`config.mk`:
```
export PLATFORM = sky130hd
export DESIGN_NAME = wb_trace_buf
export DESIGN_NICKNAME = d
export VERILOG_FILES = /design/src/rtl/wbchk_pkg.sv /design/src/rtl/wb_trace_buf.sv
export SDC_FILE = /design/constraint.sdc
export NUM_CORES = 2
export LEC_CHECK = 0
export BUFFER_PORTS_ARGS = -buffer_cell sky130_fd_sc_hd__buf_2
export CORE_MARGIN = 4
export CORE_UTILIZATION = 45
export CTS_BUF_LIST = sky130_fd_sc_hd__clkbuf_8
export CTS_CLUSTER_SIZE = 14
export DETAILED_ROUTE_END_ITERATION = 10
export PLACE_DENSITY_LB_ADDON = 0.12
export SETUP_SLACK_MARGIN = 0.15
export SLEW_MARGIN = 20
export SYNTH_ARGS = -nofsm -noshare
export SYNTH_HDL_FRONTEND = slang
export SYNTH_SLANG_ARGS = --single-unit
```
`constraint.sdc`:
```
create_clock -name clk -period 50.3 [get_ports clk]
set_clock_uncertainty 0.2 [all_clocks]
set_input_delay 15.09 -clock clk [delete_from_list [all_inputs] [get_ports clk]]
set_output_delay 15.09 -clock clk [all_outputs]
set_load 0.02 [all_outputs]
```
`src/rtl/wbchk_pkg.sv`:
```
// Shared types and helpers for the register-file writeback checker.
//   wbchk_state_t : checker run state
//   FC_*          : fail_code encodings
//   clog2         : ceiling log2, used for index and counter widths
package wbchk_pkg;

    typedef enum logic [2:0] {
        ST_IDLE,
        ST_RUN,
        ST_PASS,
        ST_FAIL,
        ST_TIMEOUT
    } wbchk_state_t;

    localparam logic [1:0] FC_NONE     = 2'd0;
    localparam logic [1:0] FC_CONFLICT = 2'd1;
    localparam logic [1:0] FC_TIMEOUT  = 2'd2;

    function automatic int clog2(input int n);
        int r;
        int v;
        r = 0;
        v = n - 1;
        while (v > 0) begin
            r = r + 1;
            v = v >> 1;
        end
        return r;
    endfunction

endpackage

```
`src/rtl/wb_trace_buf.sv`:
```
// Circular trace of accepted register writes (built only with WBCHK_TRACE_EN).
// Ports:
//   clk, reset  : clock and asynchronous active-high reset
//   clr         : empties the buffer (a new run was armed)
//   wen         : per-port accepted-write strobe
//   waddr/wdata : per-port address and data, port p at slice p
//   wcyc        : cycle stamp stored with each entry
//   ridx        : read index, 0 = newest entry
//   raddr/rdata/rcyc : combinational read of entry ridx
//   cnt         : number of valid entries, saturating at DEPTH
module wb_trace_buf
    import wbchk_pkg::*;
#(
    parameter int DEPTH = 16,
    parameter int NWP   = 2,
    parameter int AW    = 4,
    parameter int DW    = 32
) (
    input  logic                     clk,
    input  logic                     reset,
    input  logic                     clr,
    input  logic [NWP-1:0]           wen,
    input  logic [NWP*AW-1:0]        waddr,
    input  logic [NWP*DW-1:0]        wdata,
    input  logic [31:0]              wcyc,
    input  logic [clog2(DEPTH)-1:0]  ridx,
    output logic [AW-1:0]            raddr,
    output logic [DW-1:0]            rdata,
    output logic [31:0]              rcyc,
    output logic [clog2(DEPTH):0]    cnt
);

    localparam int PW = clog2(DEPTH);

    logic [AW-1:0] mem_addr [DEPTH];
    logic [DW-1:0] mem_data [DEPTH];
    logic [31:0]   mem_cyc  [DEPTH];
    logic [PW-1:0] wr_ptr;
    logic [PW-1:0] slot [NWP];
    logic [PW:0]   n_new;
    logic [PW+1:0] cnt_sum;
    logic [PW-1:0] rd_ptr;

    // Simultaneous writes take consecutive slots in port order, so each
    // port's slot is the write pointer plus the number of lower ports writing.
    always_comb begin
        n_new = '0;
        for (int p = 0; p < NWP; p++) begin
            slot[p] = wr_ptr + n_new[PW-1:0];
            if (wen[p]) n_new = n_new + (PW+1)'(1);
        end
        cnt_sum = {1'b0, cnt} + {1'b0, n_new};
    end

    // Storage, pointer and saturating count. The oldest entry is simply
    // overwritten once the pointer wraps.
    always_ff @(posedge clk or posedge reset) begin
        if (reset) begin
            wr_ptr <= '0;
            cnt    <= '0;
            for (int i = 0; i < DEPTH; i++) begin
                mem_addr[i] <= '0;
                mem_data[i] <= '0;
                mem_cyc[i]  <= '0;
            end
        end else if (clr) begin
            wr_ptr <= '0;
            cnt    <= '0;
        end else begin
            for (int p = 0; p < NWP; p++) begin
                if (wen[p]) begin
                    mem_addr[slot[p]] <= waddr[p*AW +: AW];
                    mem_data[slot[p]] <= wdata[p*DW +: DW];
                    mem_cyc[slot[p]]  <= wcyc;
                end
            end
            wr_ptr <= wr_ptr + n_new[PW-1:0];
            cnt    <= (cnt_sum > (PW+2)'(DEPTH)) ? (PW+1)'(DEPTH) : cnt_sum[PW:0];
        end
    end

    assign rd_ptr = wr_ptr - PW'(1) - ridx;
    assign raddr  = mem_addr[rd_ptr];
    assign rdata  = mem_data[rd_ptr];
    assign rcyc   = mem_cyc[rd_ptr];

endmodule

```
==> impl_metrics.yaml <==
clock_network:
  cts_buffers: 190
  cts_tree: "yes"
  cts.clk_slew.worst_paths_ns: 0.06
  cts_setup_buffers: 0
  insertion_delay_ns: 0.90
  h-tree-depth: 4
  cts_root_buf: "clkbuf_8"
  clockBufferDepth: 3
  clock-sinks: 1097
  cts_hold_buf: 0
  cts_resized: 0
route:
  drtIter0Drc: 3880
  vias: 38591
  vias_per_cell: 6.594
  drt_first_pass_iters: 5
  wl_per_cell_um: 31.17
  remaining_drc_errors: 0
  wirelength_um: 182400
  ant_nets: 0
worst_setup_path:
  endpoint_kind: "primary output"
  cpMaxStageDelayCell: "ha_4"
  crit_family: "buffers and inverters"
  setup.worst_path.class: "primary input to primary output"
  path_cells: "buf_2, inv_1, ha_4, buf_4, buf_12, buf_4, mux4_2, nand2_1, and3_1, a31oi_1, buf_2"
  arrival_ns: 20.33
  reg2regPathDepth: 8
  worstSetupStartpointType: "primary input"
  cp_num_buf_inv: 6
  cp_max_fo: 97
  worstPathRequired_ns: 35.01
  rr_startpoint: "wr_ptr[0]$_DFF_PP0_"
  r2r-end: "mem_cyc[91]$_DFFE_PP0N_"
  r2r_setup_slack_ns: 45.16
  cpPeakStageDelay_ns: 0.92
floorplanning:
  die_w_um: 349.5
  die_h_um: 349.5
  design.core.area_mm2: 0.1160
  dieArea_mm2: 0.1222
  rows: 125
  ios: 186
  start_util_pct: 45.23
global_route:
  grt_pass1_wl_um: 271700
  antenna_found_initial: 11
  grt_usage_pct: 29.90
  grt_max_degree: 186
  gr-total-overflow: 0
  grt_pass1_vias: 39563
cells_and_area:
  design_area_mm2: 0.05797
  final_nets: 4290
  layout-drive-gt1-share_pct: 30.42
  area_delta_synth_final_pct: 10.45
sta:
  hold_viol_final: 0
  slew_headroom_pct: 19.80
  layout_min_cycle_time_ns: 35.62
  max_freq_ghz: 0.02807
  final-setup-viol-count: 0
  setup_slack_ns: 14.68
  hold_slack_ns: 0.2806
  setup_tns_ns: 0
  fin_crit_sh_pct: 70.82
  slew_viol_final: 0
  worstMarginPinSlew_ns: 1.203
  rsz0062_at_grt: "false"
yosys:
  synth.distinct_cells: 62
  yosysWarnings: 0
  yosys.area.top_type: "dfrtp_1"
  avgSynthCellArea_um2: 12.67
  ys_ff_latch: 1097
  synthCells: 4143
  synthTopCellsByArea: "dfrtp_1 (52%), mux4_2 (12%), o221ai_1 (9.6%)"
  syn-num-nets: 4268
  synth_ff_type: "dfrtp_1"
  synth_enable_flop_cells: 0
  syn_area_mm2: 0.05249
  postSynth.asyncResetShare_pct: 100.0
  ys_seq_area_share_pct: 52.30
  yosysTopAreaCellShare_pct: 52.30
placed_design:
  place_hpwl_um: 92170
  post_dp_cell_area_mm2: 0.05411
  port_buffers: 185
  post-place-ws_ns: 14.63
  place_congestion: 0.7843
pwr:
  power.leakage_nw: 26.14
  power.total_mw: 2.758
  p_per_area_mw_per_mm2: 47.57
  peakVddDrop_uv: 30.93
flow_run:
  max-cap-violations: 0
hold_path:
  worstHoldPathType: "flop to flop"
  hp-start: "mem_data[133]$_DFFE_PP0N_"
  hold_path_depth: 2
  hold_end: "mem_data[133]$_DFFE_PP0N_"
run_status:
  status: "finished clean"
==> routing by layer <==
metal / global-route usage, % / vias to the layer above / wire length (um)
met5: 0 / - / 20
met4: 13.79 / 2 / 8371
met3: 6.337 / 498 / 14540
met2: 46.63 / 1905 / 84480
met1: 40.41 / 20443 / 74990
li1: - / 15743 / -
==> flip-flops by register name, summed over array words and instances, names as in the netlist <==
| register | flops |
|---|---|
| mem_data | 512 |
| cnt | 5 |
| mem_addr | 64 |
| wr_ptr | 4 |
| mem_cyc | 512 |
==> cell usage after synthesis, types with 4 or more instances <==
cell,n
inv_1,6
mux2_1,88
nor4_1,6
buf_1,13
buf_2,175
ha_1,11
a211oi_2,5
xor2_1,6
clkbuf_1,203
nand2_2,4
o21ai_1,7
o21ai_2,6
o22ai_1,13
nand2b_1,11
mux4_2,272
buf_6,23
nand3b_1,6
nand3_2,6
mux2_2,398
nor2b_1,7
dfrtp_1,1097
o31ai_4,4
mux2_4,26
and3_1,68
xnor2_1,4
a31oi_1,68
buf_4,33
nor2_1,18
o221ai_1,576
nand2_1,924
or3_1,4
==> tightest hold or removal path, delay by kind of cell (launching register included) <==
kind	cells	cell delay (ns)
and+or+nand+nor	1	0.05
AOI/OAI and AO/OA	1	0.06
DFF	1	0.34
==> kinds of logic after synthesis <==
group           share of synthesized area (%)
xor+xnor                               0.1979
simple gates                            8.684
fa+ha+maj                              0.3004
compound gates                          11.43
flops                                   52.30
buf+inv                                 4.248
mux                                     22.84
==> cell usage in the layout (no fill, tap or decap), types with 68 or more instances in the layout <==
cell type,Yosys,final
inv_1,6,86
nand2_1,924,924
o221ai_1,576,576
dfrtp_1,1097,1097
and3_1,68,68
buf_2,175,185
mux2_1,88,88
clkbuf_8,0,235
mux4_2,272,272
mux2_2,398,398
a31oi_1,68,68
buf_4,33,87
==> layout make-up <==
cell class | count | area (um2)
clock inverter | 111 | 549.3
clock buffer | 235 | 3234
timing repair buffer | 279 | 1709
tap | 1524 | 1907
sequential | 1097 | 27450
fill | 10413 | 58080
multi-input combinational | 2590 | 23060
antenna | 9 | 22.52
inverter | 7 | 36.28
==> how the worst max path moves through the flow <==
stage,from,endpoint,slack (ns),cells after the start
final,ridx[0],rdata[29],14.68,11
after global routing,ridx[0],rcyc[0],14.38,11
after CTS,ridx[0],rcyc[0],14.64,11
after detailed placement,ridx[0],rcyc[0],14.63,11
after global placement,ridx[0],rcyc[0],14.67,11
after floorplan,reset,cnt[0]$_DFF_PP0_,4.12,1
==> report_power, final <==
group	switching, mW	internal, mW
clock	0.386	0.430
sequential	0.104	1.09
combinational	0.400	0.345
==> per-stage QoR <==
step / cells / util (%)
2_1_floorplan: 4143 / -
3_3_place_gp: 5495 / 46.63
3_5_place_dp: 5495 / 46.63
4_1_cts: 5841 / 49.89
5_1_grt: 5849 / 49.95
6_report: 5852 / 49.95
Power figures use the tool's default switching activity.
